## src/rtl/mem_port_arbiter.sv

```systemverilog
// Round-robin arbiter and wait-state sequencer sharing one fixed-latency synchronous memory
// between the core memory port and the loader/debug port.
module mem_port_arbiter #(
    parameter int unsigned AW      = 32,
    parameter int unsigned DW      = 32,
    parameter int unsigned MEM_LAT = 2
) (
    input  logic          clk_i,
    input  logic          rst_ni,
    // core port
    input  logic          c_req_i,
    input  logic          c_we_i,
    input  logic [AW-1:0] c_adr_i,
    input  logic [DW-1:0] c_wd_i,
    output logic          c_gnt_o,
    output logic          c_valid_o,
    output logic [DW-1:0] c_rd_o,
    // loader port
    input  logic          l_req_i,
    input  logic          l_we_i,
    input  logic [AW-1:0] l_adr_i,
    input  logic [DW-1:0] l_wd_i,
    output logic          l_gnt_o,
    output logic          l_valid_o,
    output logic [DW-1:0] l_rd_o,
    // memory side
    output logic          mem_en_o,
    output logic          mem_we_o,
    output logic [AW-1:0] mem_adr_o,
    output logic [DW-1:0] mem_wd_o,
    input  logic [DW-1:0] mem_rd_i,
    output logic          busy_o
);

    typedef enum logic [1:0] {
        StIdle,
        StAccess,
        StResp
    } state_e;

    localparam logic       OwnCore   = 1'b0;
    localparam logic       OwnLoader = 1'b1;
    localparam logic [3:0] CntLoad   = 4'(MEM_LAT - 1);

    state_e        state_q, state_d;
    logic [3:0]    cnt_q, cnt_d;
    logic          last_q, last_d;
    logic          owner_q, owner_d;
    logic          we_q, we_d;
    logic [AW-1:0] adr_q, adr_d;
    logic [DW-1:0] wd_q, wd_d;
    logic          c_gnt_q, c_gnt_d;
    logic          l_gnt_q, l_gnt_d;
    logic [DW-1:0] c_rd_q, c_rd_d;
    logic [DW-1:0] l_rd_q, l_rd_d;
    logic          pick_loader;

    // Loader wins when it is the only requester, or on a tie when the core went last.
    assign pick_loader = l_req_i && (!c_req_i || (last_q == OwnCore));

    always_comb begin
        state_d = state_q;
        cnt_d   = cnt_q;
        last_d  = last_q;
        owner_d = owner_q;
        we_d    = we_q;
        adr_d   = adr_q;
        wd_d    = wd_q;
        c_gnt_d = 1'b0;
        l_gnt_d = 1'b0;
        c_rd_d  = c_rd_q;
        l_rd_d  = l_rd_q;

        case (state_q)
            StIdle: begin
                if (c_req_i || l_req_i) begin
                    owner_d = pick_loader;
                    we_d    = pick_loader ? l_we_i  : c_we_i;
                    adr_d   = pick_loader ? l_adr_i : c_adr_i;
                    wd_d    = pick_loader ? l_wd_i  : c_wd_i;
                    cnt_d   = CntLoad;
                    c_gnt_d = !pick_loader;
                    l_gnt_d = pick_loader;
                    state_d = StAccess;
                end
            end
            StAccess: begin
                if (cnt_q == 4'd0) begin
                    if (!we_q) begin
                        if (owner_q == OwnLoader) begin
                            l_rd_d = mem_rd_i;
                        end else begin
                            c_rd_d = mem_rd_i;
                        end
                    end
                    state_d = StResp;
                end else begin
                    cnt_d = cnt_q - 4'd1;
                end
            end
            StResp: begin
                last_d  = owner_q;
                state_d = StIdle;
            end
            default: state_d = StIdle;
        endcase
    end

    always_ff @(posedge clk_i or negedge rst_ni) begin
        if (!rst_ni) begin
            state_q <= StIdle;
            cnt_q   <= 4'd0;
            last_q  <= OwnLoader;
            owner_q <= OwnCore;
            we_q    <= 1'b0;
            adr_q   <= '0;
            wd_q    <= '0;
            c_gnt_q <= 1'b0;
            l_gnt_q <= 1'b0;
            c_rd_q  <= '0;
            l_rd_q  <= '0;
        end else begin
            state_q <= state_d;
            cnt_q   <= cnt_d;
            last_q  <= last_d;
            owner_q <= owner_d;
            we_q    <= we_d;
            adr_q   <= adr_d;
            wd_q    <= wd_d;
            c_gnt_q <= c_gnt_d;
            l_gnt_q <= l_gnt_d;
            c_rd_q  <= c_rd_d;
            l_rd_q  <= l_rd_d;
        end
    end

    // Enables decode from state so an asynchronous reset drops them without a clock.
    always_comb begin
        mem_en_o  = (state_q == StAccess);
        mem_we_o  = (state_q == StAccess) && we_q;
        mem_adr_o = adr_q;
        mem_wd_o  = wd_q;
        c_valid_o = (state_q == StResp) && (owner_q == OwnCore);
        l_valid_o = (state_q == StResp) && (owner_q == OwnLoader);
        c_gnt_o   = c_gnt_q;
        l_gnt_o   = l_gnt_q;
        c_rd_o    = c_rd_q;
        l_rd_o    = l_rd_q;
        busy_o    = (state_q != StIdle);
    end

endmodule

```

## config.mk

```make
export PLATFORM = sky130hd
export DESIGN_NAME = mem_port_arbiter
export DESIGN_NICKNAME = d
export VERILOG_FILES = /design/src/rtl/mem_port_arbiter.sv
export SDC_FILE = /design/constraint.sdc
export NUM_CORES = 1
export LEC_CHECK = 0
export ABC_CLOCK_PERIOD_IN_PS = 2800
export CAP_MARGIN = 20
export CORE_MARGIN = 1
export CORE_UTILIZATION = 40
export CTS_CLUSTER_DIAMETER = 100
export CTS_CLUSTER_SIZE = 25
export DETAILED_ROUTE_END_ITERATION = 8
export GPL_TIMING_DRIVEN = 0
export PLACE_DENSITY = 0.8
export SYNTH_ARGS = -nofsm -noshare
export SYNTH_HDL_FRONTEND = slang
export SYNTH_SLANG_ARGS = --single-unit
export TNS_END_PERCENT = 20
```

## constraint.sdc

```tcl
create_clock -name clk_i -period 2.8 [get_ports clk_i]
set_input_delay 0.56 -clock clk_i [delete_from_list [all_inputs] [get_ports clk_i]]
set_output_delay 0.56 -clock clk_i [all_outputs]
set_load 0.01 [all_outputs]
```

After elaboration in Yosys (flattened, before gate mapping) --
Index checks and enable logic that the tools add are counted. Widths: inputs -> output; s select.
Operators by class: add/subtract/negate cells 1, multiply operators 0, divide/modulo/power cells 0, $lt $le $gt $ge 0, eq/ne operators 5, shift operators 0, muxes and demuxes 13, bitwise operators 3, reductions and logical operators 17
Operator list (count):
- $mux 32 | 2
- $mux 4 | 2
- $pmux 4 s2 | 1
- $reduce_and 4->1 | 2
- $mux 1 | 5
- $logic_and 1x1->1 | 4
- $logic_not 4->1 | 1
- $mux 2 | 2
- $ne 2x2->1 const B | 2
- $pmux 2 s2 | 1
- $reduce_and 2->1 | 2
- $reduce_bool 2->1 | 2
- $sub 4x1->4 const B | 1
- $not 1->1 | 3
- $reduce_and 3->1 | 1
- $eq 2x1->1 const B | 1
- $eq 2x2->1 const B | 1
- $logic_not 1->1 | 2
- $logic_not 2->1 | 1
- $logic_or 1x1->1 | 2
- $ne 2x1->1 const B | 1
Storage, ports and cells: register bits 139, bits in latches 0, bits in writable memories 0, ROM bits 0, bits of input ports 166, output and inout port bits 135, logic and storage cells 50, memories 0

Logic depth before layout (Yosys ltp) --
depth after elaboration 6, gate-level depth with buffers 7, depth with buffers taken out 5

Worst setup path after synthesis --
OpenSTA, ideal clock, no wires.
path type register to register, start reg cnt_q[0], end reg l_rd_q[10], in the netlist l_rd_o[10], library setup time 0.125 ns, data arrival time 1.995 ns, data required time 2.675 ns, slack 0.680 ns, stages on the path, launching flop included 8, path buffers 2, period minus slack after synthesis 2.120 ns, cell sequence dfrtp_1 -> inv_1 -> ha_1 -> or3b_4 -> or4_1 -> buf_2 -> buf_6 -> mux2_4
Between the ends: longest elaborated chain between the ends 2
Ends and longest elaborated chain:
- start: declaration | line 46 | logic [3:0] cnt_q, cnt_d;
- start signal: assignment | line 124 | cnt_q <= cnt_d;
- $logic_not 4->1 | line 88 | if (cnt_q == 4'd0) begin
- $reduce_and 4->1 (no source line)
- end signal: assignment | line 133 | l_rd_q <= l_rd_d;
- end: declaration | line 55 | logic [DW-1:0] l_rd_q, l_rd_d;
No other way between the ends. A chain may end at the register's enable or synchronous reset.

Final worst setup path --
start reg state_q[0], end out busy_o
Between the ends: longest elaborated chain between the ends 1
Ends and longest elaborated chain:
- start: declaration | line 45 | state_e state_q, state_d;
- start signal: assignment | line 111 | state_q <= StIdle;
- start signal: assignment | line 123 | state_q <= state_d;
- $reduce_bool 2->1 | line 149 | busy_o = (state_q != StIdle);
- end: declaration | line 32 | output logic busy_o
No other way between the ends.

==> flow_metrics.env <==
export IMPL_post_cts_buffers=0
export IMPL_fmax_ghz=0.3849
export IMPL_rr_endpoint="c_rd_o[1]$_DFFE_PN0P_"
export IMPL_avgSynthCellArea_um2=14.80
export IMPL_start_util_pct=40.79
export IMPL_fin_util_pct=67.64
export IMPL_diodes=0
export IMPL_drt_wirelength_per_cell_um=18.66
export IMPL_fin_area_mm2=0.009793
export IMPL_clockRootBuffer="clkbuf_16"
export IMPL_rsz0062_at_grt="no"
export IMPL_synth_area_top_cells="dfrtp_1 (58%), mux2_2 (16%), mux2_4 (7.6%), a221o_1 (6.6%), and3_1 (4.1%)"
export IMPL_hp_class="input port to async pin"
export IMPL_synth_edff_count=0
export IMPL_n_fill_cell=1049
export IMPL_outcome="finished, final reports clean"
export IMPL_cts_buffer_depth=2
export IMPL_drc=0
export IMPL_cp_end_kind="primary output"
export IMPL_cp_slowest_cell="clkdlybuf4s50_1"
export IMPL_die_area_mm2=0.01525
export IMPL_overflow=0
export IMPL_path_cells="nor2_1 -> inv_1 -> clkdlybuf4s50_1"
export IMPL_slew_headroom_pct=57.51
export IMPL_numCtsBuffers=17
export IMPL_finalCriticalPeriod_ns=2.598
export IMPL_ant_nets=0
export IMPL_antenna_found_initial=0
export IMPL_yosysMostFrequentCell="dfrtp_1"
export IMPL_grt_pass1_vias=4964
export IMPL_synth_ff_type="dfrtp_1"
export IMPL_multi_input_comb_area_mm2=0.002268
export IMPL_layout_drive_gt1_share_pct=22.16
export IMPL_startpoint="state_q[0]$_DFFE_PN0P_"
export IMPL_register_area_mm2=0.003480
export IMPL_wl_met3_mm=1.418
export IMPL_tns_ns=0
export IMPL_yosys_area_top_type="dfrtp_1"
export IMPL_synth_top_area_share_pct=58.47
export IMPL_highest_layer="met4"
export IMPL_crit_path_start_kind="register"
export IMPL_crit_path_end="busy_o"
export IMPL_via_count=4763
export IMPL_cts_hold_buf=0
export IMPL_cts_resized=0
export IMPL_grt_pass1_wl_mm=25.59
export IMPL_nNetsFinal=886
export IMPL_via_per_inst=5.205
export IMPL_placed_area_mm2=0.009168
export IMPL_postSynthCellCount=399
export IMPL_critical_path_max_stage_delay_ns=0.60
export IMPL_clock_latency_ns=0.41
export IMPL_grtUsageTotal_pct=22.50
export IMPL_reg2reg_from="cnt_q[0]$_DFFE_PN0P_"
export IMPL_seq_area_frac_synth_pct=58.92
export IMPL_ys_warn_count=0
export IMPL_cp_max_fo=6
export IMPL_met1_length_mm=6.644
export IMPL_syn_num_nets=566
export IMPL_drt_first_pass_iters=4
export IMPL_synth_distinct_cells=31
export IMPL_ys_seq_elements=139
export IMPL_critical_path_required_ns=2.24
export IMPL_grt_max_degree=73
export IMPL_crit_type="register to primary output"
export IMPL_place_gp_congestion=0.8190
export IMPL_cap_violations=0
export IMPL_fp_dieH_um=123.5
export IMPL_drtIter0Drc=209
export IMPL_fp_dieW_um=123.5
export IMPL_worstMarginPinSlew_ns=0.6320
export IMPL_reg2reg_slack_ns=0.35
export IMPL_finalHoldViolations=0
export IMPL_setup_viol=0
export IMPL_portBuffers=300
export IMPL_rows=44
export IMPL_cts_tree="done"
export IMPL_ir_drop_v=0.0005736
export IMPL_synth_commonest_cells="dfrtp_1 (138), mux2_2 (86), a221o_1 (39), and3_1 (39), mux2_4 (30)"
export IMPL_worst_clock_skew_ns=0.008019
export IMPL_fp_coreArea_mm2=0.01448
export IMPL_wirelength_mm=17.07
export IMPL_finalMaxSlewViolations=0
export IMPL_syn_area_mm2=0.005906
export IMPL_worst_r2r_path_depth=6
export IMPL_cts_sinks=139
export IMPL_hpwlAfterDp_mm=12.55
export IMPL_h_tree_depth=4
export IMPL_arrival_ns=2.04
export IMPL_io_pins=301
export IMPL_clk_pin_slew_worst_paths_ns=0.06
export IMPL_p_leak_nw=4.287
export IMPL_p_per_area_mw_per_mm2=1138
export IMPL_fin_crit_sh_pct=92.79
export IMPL_route_met2_wl_mm=8.582
export IMPL_areaGrowthSynthToFinish_pct=65.83
export IMPL_async_flop_share_pct=100.0
==> critical path, delay by kind of cell (launching register included) <==
| family | cells | cell delay (ns) |
|---|---|---|
| buffers and inverters | 2 | 0.82 |
| AND/OR/NAND/NOR | 1 | 0.42 |
| flip-flops | 1 | 0.40 |
==> cell usage in the layout, fill, tap and decap left out, drive strengths merged, types with 3 or more instances in the layout <==
cell type        n
a221o           39
and3            39
buf             11
bufinv           4
clkbuf          39
clkdlybuf4s50  299
clkinv           3
clkinvlp         4
dfrtp          138
inv              6
mux2           117
nor2             6
o21ai            4
==> metrics by stage <==
| step | worst slack, ns | hold slack (ns) | power, mW | instances |
|---|---|---|---|---|
| after CTS | 0.2112 | 0.1638 | 11.24 | 915 |
| after global placement | -4.172 | 0.4682 | 8.633 | 883 |
| after detailed placement | -0.1362 | 0.4749 | 8.801 | 884 |
| final | 0.2019 | 0.1450 | 11.15 | 915 |
| after floorplan | 0.6803 | 0.2644 | 5.974 | 399 |
| after global routing | 0.1061 | 0.1941 | 11.75 | 915 |
==> report_power, final <==
part           leakage (nW)  switching [mW]  internal [mW]
logic                  2.32            1.99           3.16
registers              1.67           0.583           3.03
clock network         0.294           0.847           1.53
total                  4.29            3.42           7.73
==> routing by layer <==
layer	global-route usage, %	vias to the layer above
met3	7.565	29
met5	0	-
met4	9.864	0
met2	37.88	227
met1	25.98	2371
li1	-	2136
==> layout make-up <==
type                       count  share of cell area, %
buffer                        28                  1.380
clock buffer                  20                  4.663
clock inverter                11                  1.725
inverter                       6                 0.2300
multi-input combinational    226                  23.16
sequential                   139                  35.53
tap                          184                  2.351
timing repair buffer         301                  30.96
==> cells by family (layout without fill, tap and decap cells) <==
| family | Yosys count | in the layout | synth area share (%) |
|---|---|---|---|
| flip-flops | 139 | 139 | 58.92 |
| multiplexers | 117 | 117 | 24.22 |
| AND/OR/NAND/NOR | 58 | 58 | 6.229 |
| AO/OA/AOI/OAI | 50 | 50 | 7.754 |
| buffers and inverters | 34 | 366 | 2.669 |
| adder cells (fa/ha/maj) | 1 | 1 | 0.2118 |
==> worst min path at each step <==
stage / end / slack, ns / cells after the start
after floorplan: c_gnt_o$_DFF_PN0_ / 0.26 / 0
after global placement: c_rd_o[6]$_DFFE_PN0P_ / 0.47 / 1
after detailed placement: c_rd_o[6]$_DFFE_PN0P_ / 0.47 / 1
after CTS: mem_adr_o[4]$_DFFE_PN0P_ / 0.16 / 1
after global routing: mem_adr_o[4]$_DFFE_PN0P_ / 0.19 / 1
final: mem_adr_o[4]$_DFFE_PN0P_ / 0.15 / 1
==> flip-flops by register name (all words and copies together) (netlist names), 2 cells and up <==
register and count:
l_rd_o 32, c_rd_o 32, mem_wd_o 32, cnt_q 4
mem_adr_o 32, state_q 2
Power figures use the tool's default switching activity.
